===== config.mk =====
export PLATFORM = sky130hd
export DESIGN_NAME = multicycle_controller_flat
export DESIGN_NICKNAME = d
export VERILOG_FILES = /design/src/rtl/mc_pkg.sv /design/src/rtl/multicycle_controller_if.sv /design/src/rtl/mc_aludec.sv /design/src/rtl/multicycle_controller.sv /design/src/flat_wrapper.sv
export SDC_FILE = /design/constraint.sdc
export NUM_CORES = 1
export LEC_CHECK = 0
export BUFFER_PORTS_ARGS = -buffer_cell sky130_fd_sc_hd__buf_4
export CAP_MARGIN = 20
export CORE_UTILIZATION = 42
export DETAILED_ROUTE_END_ITERATION = 12
export PLACE_DENSITY_LB_ADDON = 0.1
export SYNTH_ARGS = -nofsm -noshare
export SYNTH_HDL_FRONTEND = slang
export SYNTH_SLANG_ARGS = --single-unit

===== constraint.sdc =====
create_clock -name clk_i -period 1.2 [get_ports clk_i]
set_input_delay 0.12 -clock clk_i [delete_from_list [all_inputs] [get_ports clk_i]]
set_output_delay 0.12 -clock clk_i [all_outputs]
set_load 0.005 [all_outputs]

===== src/rtl/mc_pkg.sv =====
// Shared encodings for the multicycle RV32 control unit: FSM states, ALU ops,
// opcodes and datapath mux selects.
package mc_pkg;

  typedef enum logic [3:0] {
    S_FETCH, S_DECODE, S_MEMADR, S_MEMREAD, S_MEMWB, S_MEMWRITE, S_EXECR,
    S_EXECI, S_ALUWB, S_BRANCH, S_JAL, S_JALR, S_LUI, S_AUIPC
  } state_e;

  typedef enum logic [3:0] {
    ALU_ADD  = 4'd0,
    ALU_SUB  = 4'd1,
    ALU_SLL  = 4'd2,
    ALU_SLT  = 4'd3,
    ALU_SLTU = 4'd4,
    ALU_XOR  = 4'd5,
    ALU_SRL  = 4'd6,
    ALU_SRA  = 4'd7,
    ALU_OR   = 4'd8,
    ALU_AND  = 4'd9
  } alu_ctrl_e;

  typedef enum logic [6:0] {
    OP_LOAD   = 7'b0000011,
    OP_STORE  = 7'b0100011,
    OP_RTYPE  = 7'b0110011,
    OP_ITYPE  = 7'b0010011,
    OP_BRANCH = 7'b1100011,
    OP_JAL    = 7'b1101111,
    OP_JALR   = 7'b1100111,
    OP_LUI    = 7'b0110111,
    OP_AUIPC  = 7'b0010111
  } opcode_e;

  typedef enum logic [2:0] {IMM_I = 3'd0, IMM_S = 3'd1, IMM_B = 3'd2, IMM_J = 3'd3, IMM_U = 3'd4} imm_src_e;
  typedef enum logic [1:0] {SRCA_PC = 2'd0, SRCA_OLDPC = 2'd1, SRCA_RS1 = 2'd2, SRCA_ZERO = 2'd3} src_a_e;
  typedef enum logic [1:0] {SRCB_RS2 = 2'd0, SRCB_IMM = 2'd1, SRCB_FOUR = 2'd2} src_b_e;
  typedef enum logic [1:0] {RES_ALUOUT = 2'd0, RES_DATA = 2'd1, RES_ALURESULT = 2'd2} result_src_e;

endpackage


===== src/rtl/multicycle_controller_if.sv =====
// Controller <-> datapath bundle: instruction fields and flags in, control strobes out.
interface multicycle_controller_if;
  logic [6:0] op_i;
  logic [2:0] funct3_i;
  logic       funct7b5_i;
  logic       Zero_i;
  logic       Lt_i;
  logic       Ltu_i;
  logic       MemReady_i;
  logic       PCWrite_o;
  logic       AdrSrc_o;
  logic       IRWrite_o;
  logic       MemWrite_o;
  logic       RegWrite_o;
  logic [1:0] ResultSrc_o;
  logic [1:0] ALUSrcA_o;
  logic [1:0] ALUSrcB_o;
  logic [2:0] ImmSrc_o;
  logic [3:0] ALUControl_o;
  logic       Illegal_o;

  modport master (
    output op_i, funct3_i, funct7b5_i, Zero_i, Lt_i, Ltu_i, MemReady_i,
    input  PCWrite_o, AdrSrc_o, IRWrite_o, MemWrite_o, RegWrite_o, ResultSrc_o,
           ALUSrcA_o, ALUSrcB_o, ImmSrc_o, ALUControl_o, Illegal_o
  );

  modport slave (
    input  op_i, funct3_i, funct7b5_i, Zero_i, Lt_i, Ltu_i, MemReady_i,
    output PCWrite_o, AdrSrc_o, IRWrite_o, MemWrite_o, RegWrite_o, ResultSrc_o,
           ALUSrcA_o, ALUSrcB_o, ImmSrc_o, ALUControl_o, Illegal_o
  );
endinterface


===== src/rtl/mc_aludec.sv =====
// funct3/funct7b5 -> ALU operation for R- and I-type ALU instructions.
module mc_aludec
  import mc_pkg::*;
(
  input  logic      [2:0] funct3_i,
  input  logic            funct7b5_i,
  input  logic            is_rtype_i,
  output alu_ctrl_e       alu_ctrl_o,
  output logic            illegal_o
);

  always_comb begin
    alu_ctrl_o = ALU_ADD;
    // Only add/sub and srl/sra have a funct7 variant; bit 30 elsewhere in R-type is reserved.
    illegal_o  = is_rtype_i && funct7b5_i && (funct3_i != 3'b000) && (funct3_i != 3'b101);
    case (funct3_i)
      3'b000:  alu_ctrl_o = (is_rtype_i && funct7b5_i) ? ALU_SUB : ALU_ADD;
      3'b001:  alu_ctrl_o = ALU_SLL;
      3'b010:  alu_ctrl_o = ALU_SLT;
      3'b011:  alu_ctrl_o = ALU_SLTU;
      3'b100:  alu_ctrl_o = ALU_XOR;
      3'b101:  alu_ctrl_o = funct7b5_i ? ALU_SRA : ALU_SRL;
      3'b110:  alu_ctrl_o = ALU_OR;
      default: alu_ctrl_o = ALU_AND;
    endcase
  end

endmodule


===== src/rtl/multicycle_controller.sv =====
// Multicycle RV32I main control FSM; all outputs decode the current state
// (plus memory-ready, branch flags and funct fields), none are registered.
module multicycle_controller
  import mc_pkg::*;
#(
  parameter bit EXT_BRANCH = 1'b1,
  parameter bit MEM_WAIT   = 1'b1
) (
  input logic                    clk_i,
  input logic                    reset_i,
  multicycle_controller_if.slave ctrl
);

  state_e      state_q, state_d;
  logic        mem_ready, br_taken, br_illegal, dec_illegal;
  alu_ctrl_e   dec_alu, alu_ctrl;
  logic        pc_write, adr_src, ir_write, mem_write, reg_write, illegal;
  result_src_e result_src;
  src_a_e      src_a;
  src_b_e      src_b;
  imm_src_e    imm_src;

  mc_aludec u_aludec (
    .funct3_i   (ctrl.funct3_i),
    .funct7b5_i (ctrl.funct7b5_i),
    .is_rtype_i (ctrl.op_i == OP_RTYPE),
    .alu_ctrl_o (dec_alu),
    .illegal_o  (dec_illegal)
  );

  assign mem_ready  = MEM_WAIT ? ctrl.MemReady_i : 1'b1;
  assign br_illegal = (ctrl.funct3_i[2:1] == 2'b01) || (!EXT_BRANCH && (ctrl.funct3_i != 3'b000));

  always_comb begin
    case (ctrl.funct3_i)
      3'b000:  br_taken = ctrl.Zero_i;
      3'b001:  br_taken = !ctrl.Zero_i;
      3'b100:  br_taken = ctrl.Lt_i;
      3'b101:  br_taken = !ctrl.Lt_i;
      3'b110:  br_taken = ctrl.Ltu_i;
      3'b111:  br_taken = !ctrl.Ltu_i;
      default: br_taken = 1'b0;
    endcase
  end

  always_ff @(posedge clk_i) begin
    if (reset_i) state_q <= S_FETCH;
    else         state_q <= state_d;
  end

  always_comb begin
    state_d    = state_q;
    pc_write   = 1'b0;
    adr_src    = 1'b0;
    ir_write   = 1'b0;
    mem_write  = 1'b0;
    reg_write  = 1'b0;
    illegal    = 1'b0;
    result_src = RES_ALUOUT;
    src_a      = SRCA_PC;
    src_b      = SRCB_RS2;
    imm_src    = IMM_I;
    alu_ctrl   = ALU_ADD;
    case (state_q)
      S_FETCH: begin
        src_b      = SRCB_FOUR;
        result_src = RES_ALURESULT;
        if (mem_ready) begin
          ir_write = 1'b1;
          pc_write = 1'b1;
          state_d  = S_DECODE;
        end
      end
      S_DECODE: begin
        // Branch target is precomputed here so BRANCH only has to compare.
        src_a   = SRCA_OLDPC;
        src_b   = SRCB_IMM;
        imm_src = IMM_B;
        case (ctrl.op_i)
          OP_LOAD, OP_STORE: state_d = S_MEMADR;
          OP_RTYPE:          state_d = S_EXECR;
          OP_ITYPE:          state_d = S_EXECI;
          OP_BRANCH:         state_d = S_BRANCH;
          OP_JAL:            state_d = S_JAL;
          OP_JALR:           state_d = S_JALR;
          OP_LUI:            state_d = S_LUI;
          OP_AUIPC:          state_d = S_AUIPC;
          default: begin
            illegal = 1'b1;
            state_d = S_FETCH;
          end
        endcase
      end
      S_MEMADR: begin
        src_a   = SRCA_RS1;
        src_b   = SRCB_IMM;
        imm_src = (ctrl.op_i == OP_STORE) ? IMM_S : IMM_I;
        state_d = (ctrl.op_i == OP_STORE) ? S_MEMWRITE : S_MEMREAD;
      end
      S_MEMREAD: begin
        adr_src = 1'b1;
        if (mem_ready) state_d = S_MEMWB;
      end
      S_MEMWB: begin
        result_src = RES_DATA;
        reg_write  = 1'b1;
        state_d    = S_FETCH;
      end
      S_MEMWRITE: begin
        adr_src   = 1'b1;
        mem_write = 1'b1;
        if (mem_ready) state_d = S_FETCH;
      end
      S_EXECR: begin
        src_a    = SRCA_RS1;
        alu_ctrl = dec_alu;
        // A reserved funct7 encoding must not reach writeback.
        illegal  = dec_illegal;
        state_d  = dec_illegal ? S_FETCH : S_ALUWB;
      end
      S_EXECI: begin
        src_a    = SRCA_RS1;
        src_b    = SRCB_IMM;
        alu_ctrl = dec_alu;
        state_d  = S_ALUWB;
      end
      S_ALUWB: begin
        reg_write = 1'b1;
        state_d   = S_FETCH;
      end
      S_BRANCH: begin
        src_a    = SRCA_RS1;
        alu_ctrl = ALU_SUB;
        illegal  = br_illegal;
        pc_write = br_taken && !br_illegal;
        state_d  = S_FETCH;
      end
      S_JAL: begin
        src_a    = SRCA_OLDPC;
        src_b    = SRCB_FOUR;
        pc_write = 1'b1;
        state_d  = S_ALUWB;
      end
      S_JALR: begin
        // PC takes rs1+imm now; S_JAL then rewrites it from ALUOut (same target) and forms the link.
        src_a      = SRCA_RS1;
        src_b      = SRCB_IMM;
        result_src = RES_ALURESULT;
        pc_write   = 1'b1;
        state_d    = S_JAL;
      end
      S_LUI: begin
        src_a   = SRCA_ZERO;
        src_b   = SRCB_IMM;
        imm_src = IMM_U;
        state_d = S_ALUWB;
      end
      S_AUIPC: begin
        src_a   = SRCA_OLDPC;
        src_b   = SRCB_IMM;
        imm_src = IMM_U;
        state_d = S_ALUWB;
      end
      default: state_d = S_FETCH;
    endcase
  end

  assign ctrl.PCWrite_o    = pc_write  && !reset_i;
  assign ctrl.IRWrite_o    = ir_write  && !reset_i;
  assign ctrl.MemWrite_o   = mem_write && !reset_i;
  assign ctrl.RegWrite_o   = reg_write && !reset_i;
  assign ctrl.Illegal_o    = illegal   && !reset_i;
  assign ctrl.AdrSrc_o     = adr_src;
  assign ctrl.ResultSrc_o  = result_src;
  assign ctrl.ALUSrcA_o    = src_a;
  assign ctrl.ALUSrcB_o    = src_b;
  assign ctrl.ImmSrc_o     = imm_src;
  assign ctrl.ALUControl_o = alu_ctrl;

endmodule

===== src/flat_wrapper.sv =====
// flat-port wrapper written by rule: the top's interface ports become plain ports
module multicycle_controller_flat import mc_pkg::*;
#(
  parameter bit EXT_BRANCH = 1'b1,
  parameter bit MEM_WAIT   = 1'b1
)
  (clk_i, reset_i, ctrl_op_i, ctrl_funct3_i, ctrl_funct7b5_i, ctrl_Zero_i, ctrl_Lt_i, ctrl_Ltu_i, ctrl_MemReady_i, ctrl_PCWrite_o, ctrl_AdrSrc_o, ctrl_IRWrite_o, ctrl_MemWrite_o, ctrl_RegWrite_o, ctrl_ResultSrc_o, ctrl_ALUSrcA_o, ctrl_ALUSrcB_o, ctrl_ImmSrc_o, ctrl_ALUControl_o, ctrl_Illegal_o);
  multicycle_controller_if ctrl_i ();
  input logic clk_i;
  input logic reset_i;
  input wire logic [$bits(ctrl_i.op_i)-1:0] ctrl_op_i;
  input wire logic [$bits(ctrl_i.funct3_i)-1:0] ctrl_funct3_i;
  input wire logic [$bits(ctrl_i.funct7b5_i)-1:0] ctrl_funct7b5_i;
  input wire logic [$bits(ctrl_i.Zero_i)-1:0] ctrl_Zero_i;
  input wire logic [$bits(ctrl_i.Lt_i)-1:0] ctrl_Lt_i;
  input wire logic [$bits(ctrl_i.Ltu_i)-1:0] ctrl_Ltu_i;
  input wire logic [$bits(ctrl_i.MemReady_i)-1:0] ctrl_MemReady_i;
  output wire logic [$bits(ctrl_i.PCWrite_o)-1:0] ctrl_PCWrite_o;
  output wire logic [$bits(ctrl_i.AdrSrc_o)-1:0] ctrl_AdrSrc_o;
  output wire logic [$bits(ctrl_i.IRWrite_o)-1:0] ctrl_IRWrite_o;
  output wire logic [$bits(ctrl_i.MemWrite_o)-1:0] ctrl_MemWrite_o;
  output wire logic [$bits(ctrl_i.RegWrite_o)-1:0] ctrl_RegWrite_o;
  output wire logic [$bits(ctrl_i.ResultSrc_o)-1:0] ctrl_ResultSrc_o;
  output wire logic [$bits(ctrl_i.ALUSrcA_o)-1:0] ctrl_ALUSrcA_o;
  output wire logic [$bits(ctrl_i.ALUSrcB_o)-1:0] ctrl_ALUSrcB_o;
  output wire logic [$bits(ctrl_i.ImmSrc_o)-1:0] ctrl_ImmSrc_o;
  output wire logic [$bits(ctrl_i.ALUControl_o)-1:0] ctrl_ALUControl_o;
  output wire logic [$bits(ctrl_i.Illegal_o)-1:0] ctrl_Illegal_o;
  assign ctrl_i.op_i = ctrl_op_i;
  assign ctrl_i.funct3_i = ctrl_funct3_i;
  assign ctrl_i.funct7b5_i = ctrl_funct7b5_i;
  assign ctrl_i.Zero_i = ctrl_Zero_i;
  assign ctrl_i.Lt_i = ctrl_Lt_i;
  assign ctrl_i.Ltu_i = ctrl_Ltu_i;
  assign ctrl_i.MemReady_i = ctrl_MemReady_i;
  assign ctrl_PCWrite_o = ctrl_i.PCWrite_o;
  assign ctrl_AdrSrc_o = ctrl_i.AdrSrc_o;
  assign ctrl_IRWrite_o = ctrl_i.IRWrite_o;
  assign ctrl_MemWrite_o = ctrl_i.MemWrite_o;
  assign ctrl_RegWrite_o = ctrl_i.RegWrite_o;
  assign ctrl_ResultSrc_o = ctrl_i.ResultSrc_o;
  assign ctrl_ALUSrcA_o = ctrl_i.ALUSrcA_o;
  assign ctrl_ALUSrcB_o = ctrl_i.ALUSrcB_o;
  assign ctrl_ImmSrc_o = ctrl_i.ImmSrc_o;
  assign ctrl_ALUControl_o = ctrl_i.ALUControl_o;
  assign ctrl_Illegal_o = ctrl_i.Illegal_o;
  multicycle_controller #(.EXT_BRANCH(EXT_BRANCH), .MEM_WAIT(MEM_WAIT)) u_core (.clk_i(clk_i), .reset_i(reset_i), .ctrl(ctrl_i));
endmodule

==> results of run 1 <==
## synth_stat cells, types with 2 or more instances
master | instances | area [um2]
or3_1 | 2 | 12.5
nor2_1 | 11 | 41.3
nand3_1 | 3 | 15.0
mux2i_1 | 2 | 20.0
o21ai_0 | 11 | 55.1
and3_1 | 2 | 12.5
inv_1 | 4 | 15.0
a21oi_1 | 10 | 50.1
nor2b_1 | 2 | 12.5
nor4_1 | 4 | 25.0
buf_2 | 4 | 20.0
o22ai_1 | 2 | 12.5
nand2b_1 | 3 | 18.8
nand3b_1 | 5 | 37.5
xnor2_1 | 5 | 43.8
a31oi_1 | 2 | 12.5
nor3_1 | 9 | 45.0
a211o_1 | 3 | 26.3
and2_1 | 2 | 12.5
buf_6 | 5 | 56.3
dfxtp_1 | 4 | 80.1
nand2_1 | 10 | 37.5
## logic make-up after synthesis
kind of cell | after synthesis
AOI/OAI and AO/OA | 35
xor gates and xnor gates | 5
buffers and inverters | 15
DFF | 4
muxes | 3
and+or+nand+nor | 63
## what timing repair did
item | in CTS
resized for setup | 34
gates cloned | 1
buffers inserted | 8
pin swaps | 7
setup endpoints to repair | 23
## per-stage QoR
step                      hold WS [ps]  setup slack [ps]  instances   util
after detailed placement           412              -223        209  0.730
after CTS                          199              -288        221  0.866
after global placement             408              -190        209  0.730
after floorplan                    282             -15.2        125      -
==> flow_summary.toml, run 1 <==
[run_status]
outcome = "aborted with a tool error"
failing_step = "global routing"
error = "[ERROR DPL-0038] Utilization greater than 100%, impossible to legalize"

[yosys]
synth_seq_area_share = 0.0965
synthSimpleGateAreaFrac = 0.428
ys_ff_latch = 4
synth_top_family_by_area = "simple AND/OR/NAND/NOR gates"
synth_xor_area_frac = 0.0528
synthAdderAreaFrac = 0
synth_compound_gate_area_share = 0.264
yosys_warnings = 0
async_flop_share = 0
synthMuxAreaShare = 0.0377
yosysUniqueCellTypes = 42
syn-num-nets = 142
synth.avg_cell_area_um2 = 6.64
synth-edff-count = 0
synth_area_um2 = 830
ys.flop_type = "dfxtp_1"
synthCells = 125

[placement]
hpwl_mm = 2.21
place_congestion = 0.823
port_buffers = 35
post_dp_cell_area_um2 = 1300

[floorplan]
die_y_um = 46.4
die_width_um = 46.4
io_pins = 36
initial_core_util = 0.465
rows = 15

[timing]
endpoint_type = "output port"
postGrtWorstEndpoint = "ctrl_RegWrite_o"

[clock_tree]
htreeDepth = 1
clock_sinks = 4
postCtsHoldBufs = 0
clockBufferDepth = 2
cts_made_buffers = 3
clockRootBuffer = "clkbuf_4"

[global_route]
grt_max_degree = 14
==> inputs of run 2 (changes only) <==
Settings changed: CORE_AREA set to 2 2 63 65, CORE_UTILIZATION 42 to unset, DIE_AREA set to 0 0 65 67, PLACE_DENSITY_LB_ADDON 0.1 to 0.15.
Clock period 1.2 ns to 1.56 ns, I/O delays scaled along.
==> run 2 against run 1 <==
  * The flow now finishes without violations
  * Area after synthesis did not move
  * Synthesized cell count unchanged
==> flow_summary.toml, run 2 <==
[timing]
slew_headroom = 0.700
fin_crit_sh = 0.984
max_freq_mhz = 652
worst_pin_slew_ps = 444
period_minus_slack_ps = 1530
final-max-slew-violation-count = 0
clock-skew-final_ps = 7.77
final_hold_viol_count = 0
rsz0062_at_grt = "true"
finalSetupViolations = 0

[finish]
utilization = 0.374
diodes = 0
layout.nets = 190
area_growth_pct = 62.6
mostFrequentLayoutCells = "47 x buf_4, 10 x nand2_1, 10 x nor2_1"
drive_above_1_share = 0.450
multi_input_area_um2 = 707
largest_register = "u_core.state_q"
regArea_um2 = 90.1
top_regs = "u_core.state_q x4"
layout.cells.non_filler = 219
final_common_cell = "buf_4"
n_fill_cell = 390
largest_reg_flops = 4

[yosys]
syn-num-nets = 142
synth_commonest_cells = "11 x nor2_1, 11 x o21ai_0, 10 x a21oi_1, 10 x nand2_1, 9 x nor3_1"
yosys_warnings = 0
synth.avg_cell_area_um2 = 6.64
ys.flop_type = "dfxtp_1"
yosysUniqueCellTypes = 42
ys_top_cells_by_area = "dfxtp_1 9.7%, buf_6 6.8%, o21ai_0 6.6%, a21oi_1 6.0%, nor3_1 5.4%"
synth-edff-count = 0
synth_top_area_share = 0.0965
ys_ff_latch = 4
synth_seq_area_share = 0.0965
synthCells = 125
synth_area_um2 = 830
synth.largest_area_cell = "dfxtp_1"
async_flop_share = 0

[power_and_ir_drop]
ir_worst_vdd_v = 0.000161
cellLeakagePower_nw = 0.564
pwr-share-clk = 0.410
switchingPower_w = 0.000182
p_comb_frac = 0.403
p_int_w = 0.000396
power.density_nw_per_um2 = 429
sw_frac_of_total = 0.315
power_w = 0.000578
seqPwrFrac = 0.187

[setup_path]
crit_arrival_ps = 1380
r2r_end = "u_core.state_q[2]$_SDFFE_PP0P_"
r2r_cells = 5
required_ps = 1400
start_kind = "flip-flop"
reg2reg_slack_ps = 210
worstSetupPathType = "reg2out"
r2r-start = "u_core.state_q[0]$_SDFFE_PP0P_"
critPathCaptureType = "output pin"
cp_max_fo = 10

[floorplan]
die_width_um = 65
core_um2 = 3610
io_pins = 36
rows = 22
die_y_um = 67
die-area_um2 = 4360
initial_core_util = 0.230

[route]
drt_iter0_markers = 33
drt-vias-per-instance = 4.95
totalWireLength_mm = 2.77
vias = 1085
avgRoutedWirePerCell_um = 12.6
remaining_drc_errors = 0
firstDrtPassIters = 4
ant_nets = 0

[placement]
port_buffers = 35
hpwl_mm = 2.13
place_congestion = 0.833
place_inst = 208

[global_route]
antenna_found_initial = 0
grt_max_degree = 15
gr-usage-all-layers = 0.138
grt_pass1_wl_mm = 4.65
grt_pass1_vias = 1038
grt_overflow_total = 0

[clock_tree]
htreeDepth = 1
clockBufferDepth = 2
clkTransAtPathRegs_ps = 40
clockRootBuffer = "clkbuf_8"
worstSkewPairLatency_ps = 230
cts_tree = "yes"
clock_sinks = 4
cts_made_buffers = 3

[run_status]
outcome = "finished, final reports clean"

[hold_path]
min_path_type = "in2reg"
hold_end = "u_core.state_q[1]$_SDFFE_PP0P_"
hold_start = "reset_i"
hold_path_depth = 2

[job]
max_cap_violations = 0
-- run 2: cell counts after synthesis --
Identical to the previous run, type by type.
-- run 2: per-stage QoR --
stage	hold slack (ps)	TNS, ps	instance area (um2)	worst slack, ps
2_1_floorplan	326	0	830	309
3_3_place_gp	458	0	1150	72.8
3_5_place_dp	452	-5.45	1150	-5.45
4_1_cts	223	-3.80	1310	-3.80
5_1_grt	250	-35.4	1350	-12.0
6_report	225	0	1350	25.5
-- run 2: power by group through the flow --
stage	registers [W]	clock network [W]	logic [W]
2_1_floorplan	0.000110	0	0.000109
3_3_place_gp	0.000111	0	0.000199
3_5_place_dp	0.000111	0	0.000200
4_1_cts	0.000109	0.000239	0.000222
5_1_grt	0.000108	0.000242	0.000259
6_report	0.000108	0.000237	0.000233
-- run 2: layout make-up --
cell class | count | share of cell area
clock buffer | 3 | 0.0306
inverter | 4 | 0.0111
multi-input combinational | 106 | 0.524
sequential | 4 | 0.0668
tap | 48 | 0.0445
timing repair buffer | 54 | 0.323
-- run 2: critical path, stage by stage (launching register included) --
cell     delay, ps
dfxtp_2        340
buf_4          170
or3_1          390
a21oi_2        140
buf_4          110
-- run 2: what timing repair did --
action / CTS / global route
pin swaps: 4 / 2
setup endpoints to repair: 7 / 6
cloned: 0 / 0
gates resized for setup: 19 / 11
setup buffers: 7 / 1
hold buffers: 0 / 0
-- run 2: how the worst max path moves through the flow --
stage                                        start              endpoint  cells after the start
global route        u_core.state_q[2]$_SDFFE_PP0P_     ctrl_ALUSrcA_o[0]                      5
CTS                                   ctrl_op_i[2]        ctrl_Illegal_o                      6
detailed placement                    ctrl_op_i[6]        ctrl_Illegal_o                      6
finish              u_core.state_q[3]$_SDFFE_PP0P_   ctrl_ResultSrc_o[1]                      4
global placement                      ctrl_op_i[2]        ctrl_Illegal_o                      6
floorplan           u_core.state_q[1]$_SDFFE_PP0P_  ctrl_ALUControl_o[0]                      5
-- run 2: cells by family after synthesis --
logic type	Yosys count	share of synthesized area
XOR/XNOR	5	0.0528
multiplexers	3	0.0377
flip-flops	4	0.0965
buffers and inverters	15	0.121
AND/OR/NAND/NOR	63	0.428
AO/OA/AOI/OAI	35	0.264
-- run 2: per-layer routing --
metal  up-vias  track usage  part of all wire
li1        557            -                 -
met1       494        0.163              0.46
met2        29        0.246              0.48
met3         5       0.0152             0.040
met4         0       0.0718             0.022
met5         -            0                 0
Note: power is estimated with default switching activity, not from simulation.
